<file path="src/rtl/excp_int_ctrl.sv">
// Exception / interrupt / ERTN commit unit at the mem1 boundary with an internal stable timer.
// Optional macro EXCP_HWI_SYNC_EN: two-flop synchronizer on hwi_in instead of a single register.
module excp_int_ctrl #(
    parameter int NUM_HWI      = 8,
    parameter int TIMER_W      = 32,
    parameter int DRAIN_CYCLES = 2
) (
    input  logic               clk,
    input  logic               rst,
    input  logic [NUM_HWI-1:0] hwi_in,
    input  logic               req_valid,
    input  logic               req_excp,
    input  logic [14:0]        req_ecode,
    input  logic               req_ertn,
    input  logic [31:0]        req_epc,
    input  logic               req_badv_vld,
    input  logic [31:0]        req_badv,
    input  logic [1:0]         crmd_plv,
    input  logic               crmd_ie,
    input  logic [1:0]         prmd_pplv,
    input  logic               prmd_pie,
    input  logic [12:0]        ecfg_lie,
    input  logic [1:0]         estat_swi,
    input  logic [31:0]        era,
    input  logic [31:0]        eentry,
    input  logic [31:0]        tlbrentry,
    input  logic               tcfg_we,
    input  logic [TIMER_W-1:0] tcfg_wdata,
    input  logic               ticlr_we,
    output logic [TIMER_W-1:0] tval,
    output logic               excp_flush,
    output logic               wr_pc_valid,
    output logic [31:0]        wr_pc,
    output logic               csr_we,
    output logic [1:0]         new_plv,
    output logic               new_ie,
    output logic [1:0]         new_pplv,
    output logic               new_pie,
    output logic [31:0]        new_era,
    output logic [14:0]        new_ecode,
    output logic               ecode_we,
    output logic [12:0]        new_is,
    output logic               badv_we,
    output logic [31:0]        new_badv
);
    localparam int DW = $clog2(DRAIN_CYCLES + 1);
    localparam logic [5:0] ECODE_TLBR = 6'h3F;

    typedef enum logic [1:0] {S_IDLE, S_COMMIT, S_DRAIN} state_t;

    state_t            state;
    logic [DW-1:0]     drain_cnt;
    logic [NUM_HWI-1:0] hwi_q;
    logic [7:0]        hwi_ext;
    logic [12:0]       int_vec;
    logic              int_pend, accept;
    logic              t_en, t_per, ti, timeout;
    logic [TIMER_W-3:0] t_init;

`ifdef EXCP_HWI_SYNC_EN
    logic [NUM_HWI-1:0] hwi_meta;
    always_ff @(posedge clk) begin
        if (rst) begin
            hwi_meta <= '0;
            hwi_q    <= '0;
        end else begin
            hwi_meta <= hwi_in;
            hwi_q    <= hwi_meta;
        end
    end
`else
    always_ff @(posedge clk) begin
        if (rst) hwi_q <= '0;
        else     hwi_q <= hwi_in;
    end
`endif

    always_comb begin
        hwi_ext = '0;
        hwi_ext[NUM_HWI-1:0] = hwi_q;
    end

    assign int_vec  = {1'b0, ti, 1'b0, hwi_ext, estat_swi};
    assign int_pend = crmd_ie & |(int_vec & ecfg_lie);
    assign accept   = (state == S_IDLE) && req_valid && (int_pend || req_excp || req_ertn);
    assign timeout  = t_en && (tval == TIMER_W'(1));

    // A TCFG write overrides the countdown, but a timeout in the same cycle still raises ti.
    always_ff @(posedge clk) begin
        if (rst) begin
            t_en   <= 1'b0;
            t_per  <= 1'b0;
            t_init <= '0;
            tval   <= '0;
            ti     <= 1'b0;
        end else begin
            if (tcfg_we) begin
                t_en   <= tcfg_wdata[0];
                t_per  <= tcfg_wdata[1];
                t_init <= tcfg_wdata[TIMER_W-1:2];
                tval   <= {tcfg_wdata[TIMER_W-1:2], 2'b00};
            end else if (t_en) begin
                if (tval != '0)  tval <= tval - TIMER_W'(1);
                else if (t_per)  tval <= {t_init, 2'b00};
            end
            if (timeout)       ti <= 1'b1;
            else if (ticlr_we) ti <= 1'b0;
        end
    end

    always_ff @(posedge clk) begin
        if (rst) begin
            state <= S_IDLE;
            drain_cnt <= '0;
        end else begin
            case (state)
                S_IDLE:   if (accept) state <= S_COMMIT;
                S_COMMIT: begin
                    state     <= S_DRAIN;
                    drain_cnt <= DW'(DRAIN_CYCLES - 1);
                end
                S_DRAIN:  begin
                    if (drain_cnt == '0) state <= S_IDLE;
                    else                 drain_cnt <= drain_cnt - DW'(1);
                end
                default:  state <= S_IDLE;
            endcase
        end
    end

    // Commit outputs are zero by default and only carry a decision in the cycle after accept.
    always_ff @(posedge clk) begin
        excp_flush  <= 1'b0;
        wr_pc_valid <= 1'b0;
        csr_we      <= 1'b0;
        wr_pc       <= '0;
        new_plv     <= '0;
        new_ie      <= 1'b0;
        new_pplv    <= '0;
        new_pie     <= 1'b0;
        new_era     <= '0;
        new_ecode   <= '0;
        ecode_we    <= 1'b0;
        new_is      <= '0;
        badv_we     <= 1'b0;
        new_badv    <= '0;
        if (!rst && accept) begin
            excp_flush  <= 1'b1;
            wr_pc_valid <= 1'b1;
            csr_we      <= 1'b1;
            new_is      <= int_vec;
            if (int_pend || req_excp) begin
                new_plv  <= 2'd0;
                new_ie   <= 1'b0;
                new_pplv <= crmd_plv;
                new_pie  <= crmd_ie;
                new_era  <= req_epc;
                ecode_we <= 1'b1;
                if (int_pend) begin
                    wr_pc <= eentry;
                end else begin
                    wr_pc     <= (req_ecode[5:0] == ECODE_TLBR) ? tlbrentry : eentry;
                    new_ecode <= req_ecode;
                    badv_we   <= req_badv_vld;
                    new_badv  <= req_badv_vld ? req_badv : 32'd0;
                end
            end else begin
                new_plv  <= prmd_pplv;
                new_ie   <= prmd_pie;
                new_pplv <= prmd_pplv;
                new_pie  <= prmd_pie;
                new_era  <= era;
                wr_pc    <= era;
            end
        end
    end
endmodule

</file>
<file path="config.mk">
export PLATFORM = sky130hd
export DESIGN_NAME = excp_int_ctrl
export DESIGN_NICKNAME = d
export VERILOG_FILES = /design/src/rtl/excp_int_ctrl.sv
export SDC_FILE = /design/constraint.sdc
export NUM_CORES = 1
export LEC_CHECK = 0
export ABC_AREA = 0
export CAP_MARGIN = 15
export CORE_AREA = 5 5 156 158
export DETAILED_ROUTE_END_ITERATION = 10
export DIE_AREA = 0 0 161 163
export DONT_BUFFER_PORTS = 1
export PLACE_DENSITY_LB_ADDON = 0.25
export SYNTH_ARGS = -nofsm -noshare
export SYNTH_HDL_FRONTEND = slang
export SYNTH_SLANG_ARGS = --single-unit
</file>
<file path="constraint.sdc">
create_clock -name clk -period 7.12 [get_ports clk]
set_input_delay 0.356 -clock clk [delete_from_list [all_inputs] [get_ports clk]]
set_output_delay 0.356 -clock clk [all_outputs]
set_load 0.1 [all_outputs]
</file>
==> impl_metrics.env <==
export IMPL_status="finished, final reports clean"
export IMPL_rsz0062_at_grt="false"
export IMPL_rows=56
export IMPL_fin_util_pct=46.41
export IMPL_antenna_found_initial=4
export IMPL_portBuffers=0
export IMPL_chipHeight_um=163
export IMPL_overflow=0
export IMPL_grt_pass1_vias=6902
export IMPL_first_pass_iters=5
export IMPL_rr_startpoint="tval[1]"
export IMPL_fin_nets=1248
export IMPL_clock_latency_ns=0.51
export IMPL_power_density_nw_per_um2=292.5
export IMPL_endpoint_kind="register"
export IMPL_drt_initial_drc_count=521
export IMPL_gp_congestion=0.8244
export IMPL_drt_total_wl_mm=30.25
export IMPL_hold_violations=0
export IMPL_max_slew_margin_pct=20.77
export IMPL_drc=0
export IMPL_yosys_register_bits=208
export IMPL_die_w_um=161
export IMPL_cts_tree="yes"
export IMPL_synth_main_ff_cell="dfxtp_1"
export IMPL_post_cts_setup_buffers=0
export IMPL_clock_sinks=208
export IMPL_vias=6934
export IMPL_synth_top_cells_by_count="dfxtp_1, o21ai_0, nor2_1"
export IMPL_start_util_pct=34.85
export IMPL_cts_buffers_inserted=24
export IMPL_min_from="req_badv_vld"
export IMPL_die_area_um2=26240
export IMPL_grt_total_usage_pct=21.44
export IMPL_worst_ep_required_time_ns=7.51
export IMPL_dp_hpwl_mm=20.80
export IMPL_drv_slew=0
export IMPL_grt_max_degree=68
export IMPL_wl_per_cell_um=23.11
export IMPL_ant_nets=0
export IMPL_cap_violations=0
export IMPL_yosysTopAreaCellShare_pct=51.99
export IMPL_synth_top_area_cell="dfxtp_1"
export IMPL_ys_seq_area_share_pct=51.99
export IMPL_critical_path_class="register to register"
export IMPL_yosysMostFrequentCell="dfxtp_1"
export IMPL_grt_pass1_wl_mm=43.46
export IMPL_synth_area_top_cells="dfxtp_1, mux2i_1, o21ai_0, nor2_1, and3_1"
export IMPL_fp_coreArea_um2=22980
export IMPL_worst_pin_slew_ns=1.187
export IMPL_layout_drive_gt1_share_pct=7.957
export IMPL_skew_ns=0.01040
export IMPL_synth_cell_types=62
export IMPL_syn_to_final_growth_pct=33.18
export IMPL_netlist_area_um2=8009
export IMPL_fmax_ghz=0.2865
export IMPL_routed_via_density=5.297
export IMPL_worst_path_max_fanout=37
export IMPL_fin_setup_tns_ns=0
export IMPL_peakVddDrop_mv=0.1822
export IMPL_leakage_nw=4.647
export IMPL_synth_edf_count=0
export IMPL_ys_warn_count=0
export IMPL_setup_viol=0
export IMPL_critPathLaunchType="register"
export IMPL_max_clock_path_buffers=3
export IMPL_io_pins=411
export IMPL_synth_area_per_cell_um2=9.291
export IMPL_clkTransAtPathRegs_ns=0.06
export IMPL_arrival_ns=3.88
export IMPL_startpoint="tval[1]"
export IMPL_root_buffer="clkbuf_16"
export IMPL_min_period_over_period_pct=49.03
export IMPL_syn_inst=862
export IMPL_finalCriticalPeriod_ns=3.491
export IMPL_hp_class="primary input to register"
export IMPL_h_tree_depth=1
export IMPL_postSynth_asyncResetShare_pct=0
[cell type report]
| cell class | instances | area, um^2 |
|---|---|---|
| Fill cell | 2120 | 12320 |
| Sequential cell | 208 | 4165 |
| Multi-Input combinational cell | 554 | 3458 |
| Timing Repair Buffer | 173 | 1689 |
| Clock buffer | 29 | 650.6 |
| Tap cell | 290 | 362.8 |
| Clock inverter | 14 | 187.7 |
| Inverter | 40 | 150.1 |
| Antenna cell | 1 | 2.502 |
[registers in the layout, indices dropped and copies added (netlist names), 2 cells and up]
signal     cells
hwi_ext        8
new_pplv       2
state          2
new_badv      32
new_era       32
new_plv        2
new_is        11
t_init        30
new_ecode     15
tval          32
drain_cnt      2
wr_pc         32
[placed cells by master, fill, tap and decap left out, types with 4 or more instances in the layout]
master,n
nand2_1,50
a31oi_1,6
o21ai_0,75
xnor2_1,13
and2_1,33
buf_4,24
xor2_1,6
dlygate4sd3_1,148
nor2_1,73
nor3_1,26
inv_1,40
nand2b_1,11
nor4_1,9
a211oi_1,15
o211ai_1,4
nand3_1,4
clkbuf_16,25
a22oi_1,5
nor2b_1,14
nand4_1,4
clkinvlp_4,4
dfxtp_1,207
clkinv_2,4
or4_1,4
mux2i_1,60
a21oi_1,39
and3_1,35
a221oi_1,9
or3_1,5
bufinv_16,4
[per-layer routing]
layer | GRT usage, % | part of all wire, %
met5 | 1.136 | 0.20
met4 | 5.700 | 2.2
met3 | 9.314 | 12
met2 | 33.96 | 46
met1 | 26.80 | 39
[critical path, cell delays in order, from the launching register on]
cell and delay, ns:
dfxtp_1 0.69, inv_1 0.22, ha_1 0.20, nor3b_1 0.47, and4b_1 0.41, nand4_1 0.15
buf_4 0.30, o21ai_0 0.58, a21oi_1 0.08, a21oi_1 0.17, a21oi_1 0.09
[cells by family after synthesis]
family          count (synthesis)  share of synthesized area, %
fa+ha+maj                       3                        0.4687
xor+xnor                       19                         2.078
flops                         208                         51.99
other cells                     1                       0.04682
compound gates                181                         13.76
buf+inv                       101                         5.077
simple gates                  287                         18.79
mux                            62                         7.780
[power by group]
group          internal (mW)  switching [mW]  total (mW)
registers               1.22           0.265        1.48
clock network          0.798           0.500        1.30
logic                  0.142           0.199       0.341
total                   2.16           0.964        3.12
[worst paths after layout]
| path | to | slack, ns | depth (start not counted) |
|---|---|---|---|
| worst max-delay path | tval[22] | 3.63 | 10 |
| worst max register to register | tval[22] | 3.63 | 10 |
| worst min-delay path | new_badv[17] | 0.02 | 1 |
| worst min register to register | new_is[2] | 0.46 | 1 |
[through the flow]
stage          power (mW)  instance area, um^2  worst slack, ns  hold WS (ns)  instances
2_1_floorplan       1.707                 8013            4.255        0.4301        863
3_3_place_gp        1.761                 8317            3.650        0.4327       1116
3_5_place_dp        1.763                 8317            3.619        0.4340       1116
4_1_cts             3.152                10660            3.593     0.0004907       1308
5_1_grt             3.238                10670            3.256      0.003281       1309
6_report            3.120                10670            3.629       0.01881       1309
[what timing repair did]
| action | in CTS | in global routing |
|---|---|---|
| hold buffers | 149 | 0 |
| resized for setup | 0 | 0 |
| hold endpoints to repair | 164 | 0 |
Note: power is estimated with default switching activity, not from simulation.
